## config.mk

```make
export PLATFORM = sky130hd
export DESIGN_NAME = sram_arbiter_2c
export DESIGN_NICKNAME = d
export VERILOG_FILES = /design/src/rtl/sram_arbiter_2c.sv
export SDC_FILE = /design/constraint.sdc
export NUM_CORES = 1
export LEC_CHECK = 0
export ABC_AREA = 1
export CORE_MARGIN = 3
export CORE_UTILIZATION = 42
export CTS_CLUSTER_DIAMETER = 120
export DETAILED_ROUTE_END_ITERATION = 6
export GPL_TIMING_DRIVEN = 0
export PLACE_DENSITY = 0.86
export SYNTH_ARGS = -nofsm -noshare
export SYNTH_HDL_FRONTEND = slang
export SYNTH_SLANG_ARGS = --single-unit
```

## constraint.sdc

```tcl
create_clock -name clock -period 1.95 [get_ports clock]
set_input_delay 0.2925 -clock clock [delete_from_list [all_inputs] [get_ports clock]]
set_output_delay 0.2925 -clock clock [all_outputs]
set_load 0.01 [all_outputs]
```

## src/rtl/sram_arbiter_2c.sv

```systemverilog
// Two-client round-robin arbiter for a 1R1W SRAM with registered macro drive.
// Independent write and read ports; read data returns two cycles after grant, tagged per client.
module sram_arbiter_2c #(
  parameter int unsigned ADDR_W = 7,
  parameter int unsigned DATA_W = 32
) (
  input  logic              clock,
  input  logic              reset_n,
  input  logic [1:0]        wr_req,
  input  logic [ADDR_W-1:0] wr_addr0,
  input  logic [ADDR_W-1:0] wr_addr1,
  input  logic [DATA_W-1:0] wr_data0,
  input  logic [DATA_W-1:0] wr_data1,
  output logic [1:0]        wr_gnt,
  input  logic [1:0]        rd_req,
  input  logic [ADDR_W-1:0] rd_addr0,
  input  logic [ADDR_W-1:0] rd_addr1,
  output logic [1:0]        rd_gnt,
  output logic [1:0]        rd_valid,
  output logic [DATA_W-1:0] rd_data,
  output logic              sram_we,
  output logic [ADDR_W-1:0] sram_waddr,
  output logic [DATA_W-1:0] sram_wdata,
  output logic [ADDR_W-1:0] sram_raddr,
  input  logic [DATA_W-1:0] sram_rdata
);

  // Pointer value names the client that wins the next tie.
  logic       wrPtr;
  logic       rdPtr;
  logic [1:0] rdOwnerS1;

  function automatic logic [1:0] arbitrate(input logic [1:0] req, input logic ptr);
    logic [1:0] gnt;
    gnt = 2'b00;
    case (req)
      2'b01:   gnt = 2'b01;
      2'b10:   gnt = 2'b10;
      2'b11:   gnt = ptr ? 2'b10 : 2'b01;
      default: gnt = 2'b00;
    endcase
    return gnt;
  endfunction

  always_comb begin
    wr_gnt = arbitrate(wr_req, wrPtr);
    rd_gnt = arbitrate(rd_req, rdPtr);
  end

  // Write port: register enable, address and data toward the macro.
  always_ff @(posedge clock or negedge reset_n) begin
    if (!reset_n) begin
      wrPtr      <= 1'b0;
      sram_we    <= 1'b0;
      sram_waddr <= '0;
      sram_wdata <= '0;
    end else begin
      sram_we <= |wr_gnt;
      if (|wr_gnt) begin
        wrPtr      <= wr_gnt[0];
        sram_waddr <= wr_gnt[1] ? wr_addr1 : wr_addr0;
        sram_wdata <= wr_gnt[1] ? wr_data1 : wr_data0;
      end
    end
  end

  // Read port: register address, then carry the owner tag alongside the macro access.
  always_ff @(posedge clock or negedge reset_n) begin
    if (!reset_n) begin
      rdPtr      <= 1'b0;
      sram_raddr <= '0;
      rdOwnerS1  <= 2'b00;
      rd_valid   <= 2'b00;
      rd_data    <= '0;
    end else begin
      rdOwnerS1 <= rd_gnt;
      rd_valid  <= rdOwnerS1;
      if (|rd_gnt) begin
        rdPtr      <= rd_gnt[0];
        sram_raddr <= rd_gnt[1] ? rd_addr1 : rd_addr0;
      end
      if (|rdOwnerS1) begin
        rd_data <= sram_rdata;
      end
    end
  end

endmodule

```

After elaboration in Yosys (flattened, before gate mapping)
Cells that the tools add are included.

Flip-flop bits (word level): 85. Input port bits: 130. Output and inout bits: 85. Word-level logic and storage cells: 25.

Equal/unequal tests: 6. Muxes and demuxes: 7. Reduce and logical (&&, ||, !) cells: 3.

Operators with widths (count): $mux 32 (1); $mux 7 (2); $pmux 2 s3 (2); $eq 2x2->1 const B (4); $reduce_or 2->1 (3); $eq 2x1->1 const B (2); $mux 2 (2).

Logic depth before layout (Yosys ltp)
Gate-level depths: netlist (run 1).

Word-level depth: 3. Mapped depth: 7. Mapped depth without buffers: 5.

Least setup slack after synthesis (run 1)
OpenSTA, ideal clock, no wires.

Kind: reg-to-output. From: register rdPtr. To: output rd_gnt[1]. Arrival time: 925 ps. Required time: 1657 ps. Setup slack: 732 ps. Stages on the path, launching flop included: 5. Path buffers: 0. Path through: dfrtp_1 -> nand2_1 -> nand2_2 -> inv_1 -> nor2_1.

Word-level cells in the longest chain between the ends: 2.

Ends and longest elaborated chain: start, declared (line 30) `logic rdPtr;`; start signal, assigned (line 79) `rdPtr <= rd_gnt[0];`; $mux 2 (line 39) `2'b11: gnt = ptr ? 2'b10 : 2'b01;`; $pmux 2 s3 (line 36) `case (req)`; end, declared (line 18) `output logic [1:0] rd_gnt,`.

No other way between the ends.

Worst setup path in the final report (run 1)
From: input wr_req[1]. To: output wr_gnt[1].

Word-level cells in the longest chain between the ends: 2. Elaborated cells between the ends (all ways): 4. Those cells by class: eq/ne (3); mux (1).

Ends and longest elaborated chain: start, declared (line 9) `input logic [1:0] wr_req,`; $eq 2x2->1 / $eq 2x1->1 (equally long branches) (line 36); $pmux 2 s3 * (line 36); end, declared (line 14) `output logic [1:0] wr_gnt,`.

Mark *: on every way between the ends. The rest lies on a longest branch, timed or not.

==> summary.md, run 1 <==
| Metric | Value |
|---|---|
| Hold depth | 6 |
| Total number of H-tree levels | 3 |
| Arr. time, crit path | 1560 ps |
| Syn Area/Cell | 7.750 um2 |
| Final worst path period share | 94.80% |
| Final instance area | 6470 um2 |
| Total GRT Usage | 23.88% |
| Worst Path Max Fanout | 10 |
| Max-cap check violation count | 0 |
| Multi-input gate area | 1463 um2 |
| Peak Freq | 540.9 MHz |
| Core box area | 8891 um2 |
| Antenna Nets Post-Route | 0 |
| Pwr dens | 763.1 nW/um2 |
| Clock-pin slew on the worst setup and hold paths | 80 ps |
| Sequential element share of the synthesized area | 54.35% |
| CP max-delay cell | clkdlybuf4s50_1 |
| Power share of the clock group | 31.2% |
| Hold endpoint | sram_wdata[23]$_DFFE_PN0P_ |
| Drt pass-1 iters | 6 |
| Synth Area in Simple Gates | 32.83% |
| Worst-margin pin slew | 550.1 ps |
| Gate Count Post-Synth | 505 |
| Cells taking the most area after synthesis | dfrtp_1, nand2_1, nand3_1 |
| Clk sinks | 85 |
| RSZ-0062 raised after global routing | no |
| Post-synth top area cell | dfrtp_1 |
| Worst setup SP type | primary input |
| Rel. slew slack | 63.33% |
| Worst r2r src | rdOwnerS1[1]$_DFF_PN0_ |
| Total global routing overflow | 0 |
| Synth Warn # | 0 |
| Final setup fails | 0 |
| Mux contribution to synthesized area | 0% |
| Via count | 4136 |
| Vias/cell | 4.906 |
| Status | finished clean |
| Fin Clk Skew | 12.30 ps |
| P_int | 3554 uW |
| Final hold vios | 0 |
| Syn Nets | 635 |
| Final nets | 860 |
| Share of the synthesized area in the top cell type | 54.35% |
| Fillers | 671 |
| Min Tclk post-route | 1849 ps |
| Layout Cells excl Fill | 843 |
| CTS tree | done |
| Sw power | 1383 uW |
| Standard-cell rows | 34 |
| Die Y | 102.5 um |
| R2R Setup Slk | 710 ps |
| Number of global-route vias before repair | 4197 |
| Initial antenna violation count | 0 |
| Worst-path cell chain | clkdlybuf4s50_1 -> nor2_4 -> buf_2 -> nor2_1 -> dlygate4sd2_1 |
| RR Endpoint | rd_data[23]$_DFFE_PN0P_ |
| Dpl ws | -348.4 ps |
| Crit end category | primary output |
| Clk buf depth | 2 |
| Largest family of logic cells by synthesized area | simple AND/OR/NAND/NOR gates |
| Flops & latches, synth | 85 |
| Adder-Cell Fraction of Synth Area | 0% |
| DR iter-0 viols | 90 |
| IO buf count | 212 |
| Setup TNS | 0 ps |
| Critical path data required time | 1660 ps |
| Post-DP Area | 6196 um2 |
| Clock Tree Root | clkbuf_8 |
| Die X | 102.5 um |
| CP max stage delay | 470 ps |
| I/O pin total | 215 |
| First-pass GRT wire length | 19760 um |
| Final WS setup | 101.3 ps |
| Core Util, Final | 72.77% |
| Ant diodes | 0 |
| Xor/xnor cell area share of the yosys netlist | 0% |
| Pins Over Slew Limit | 0 |
| Critical path type | in2out |
| Register area | 2127 um2 |
| Seq pwr share | 42.2% |
| Area delta synth->final | 65.31% |
| Largest net degree at the start of global routing | 48 |
| Initial Util | 44.02% |
| Worst-Skew Late Latency | 360 ps |
| CP startpoint | wr_req[1] |
| Complex-gate fraction of the synthesized area | 4.092% |
| CTS Buf Count | 9 |
| Worst vdd ir | 419.2 uV |
| Hold Startpoint | wr_req[0] |
| Pleak | 0.003199 uW |
| Yosys cell types | 13 |
| Routed len/inst | 14.83 um |
| Placed instance count | 826 |
| Sw Ratio | 28.01% |
| Placer Congestion | 0.8314 |
| Fraction of layout cells with a size suffix above 1 | 6.259% |
| Comb power frac | 26.6% |
| DRC | 0 |
| Die area | 10510 um2 |
| Final wirelength | 12500 um |
| R2R depth | 4 |
| Synth Cell Area | 3914 um2 |
| Hpwl dp | 9581 um |
| Post-CTS setup repair buffer count | 0 |
| Hold WC Path Type | in2reg |
-- layer usage --
metal	wire (um)	global-route usage, %	up-vias
met3	1511	9.608	26
met1	4783	27.37	1892
met4	308	8.981	0
met2	5900	40.17	194
li1	-	-	2024
met5	0	0	-
-- sequential cells by signal, indices dropped and copies added (netlist names) --
register    count
sram_wdata     32
sram_we         1
rd_valid        2
rdOwnerS1       2
sram_waddr      7
rdPtr           1
wrPtr           1
sram_raddr      7
rd_data        32
-- power by group through the flow --
stage / clock network (uW) / registers [uW] / logic [uW]
after global placement: 0 / 2100 / 1280
after floorplan: 0 / 2200 / 378
after detailed placement: 0 / 2110 / 1320
final: 1540 / 2080 / 1310
after global routing: 1650 / 2110 / 1440
after CTS: 1560 / 2080 / 1330
-- area by class of cell --
| type | instances | share of cell area (%) |
|---|---|---|
| clock buffers | 9 | 1.915 |
| multi-input cells | 339 | 22.61 |
| well taps | 108 | 2.089 |
| clock inverters | 7 | 1.876 |
| plain buffers | 31 | 2.379 |
| repair buffers | 214 | 33.36 |
| flip-flops and latches | 85 | 32.88 |
| inverters | 50 | 2.901 |
-- per-stage QoR --
step | hold WS (ps) | power [uW]
after detailed placement | 310.6 | 3429
after CTS | 328.9 | 4971
after floorplan | -3.091 | 2582
after global placement | 462.2 | 3385
after global routing | 350.5 | 5196
final | 337.2 | 4937
-- placed cells by master, fill, tap and decap left out, types with 9 or more instances in the layout --
master             n
nand2_1          206
clkdlybuf4s50_1  206
nand3_1           92
dfrtp_1           85
inv_1             49
o21ai_0           32
buf_2             18
clkbuf_1          10
clkbuf_8           9
-- worst max-delay path, delay by kind of cell --
| family | cells | cell delay, ps |
|---|---|---|
| buffers and inverters | 3 | 1000 |
| and+or+nand+nor | 2 | 260 |
-- cells in the mapped netlist (all sizes together) --
master,n
nand2,210
nand3,92
o21ai,32
dfrtp,85
buf,21
clkbuf,10
nor2,5
inv,50
-- logic make-up (layout without fill, tap and decap cells) --
kind of cell           count (synthesis)  count (layout)
flip-flops                            85              85
AND/OR/NAND/NOR                      307             307
buffers and inverters                 81             311
AO/OA/AOI/OAI                         32              32
-- timing repair --
item | in CTS | in global routing
pin swaps | 0 | 0
endpoints found under the setup margin | 4 | 2
hold buffers | 1 | 0
gates resized for setup | 7 | 3
hold endpoints to repair | 38 | 0
-- how the worst max path moves through the flow --
stage	to	cells past startpoint
global placement	rd_data[5]$_DFFE_PN0P_	1
global route	wr_gnt[1]	5
detailed placement	rd_gnt[1]	6
finish	wr_gnt[1]	5
CTS	wr_gnt[0]	5
floorplan	rd_gnt[1]	4
Note: power is estimated with default switching activity, not from simulation.
==> run 2, diff against run 1 <==
CTS_BUF_LIST = sky130_fd_sc_hd__clkbuf_8 sky130_fd_sc_hd__clkbuf_16   (was default)
==> results of run 2 <==
Final layout, timing and power as in run 1 (identical DEF).
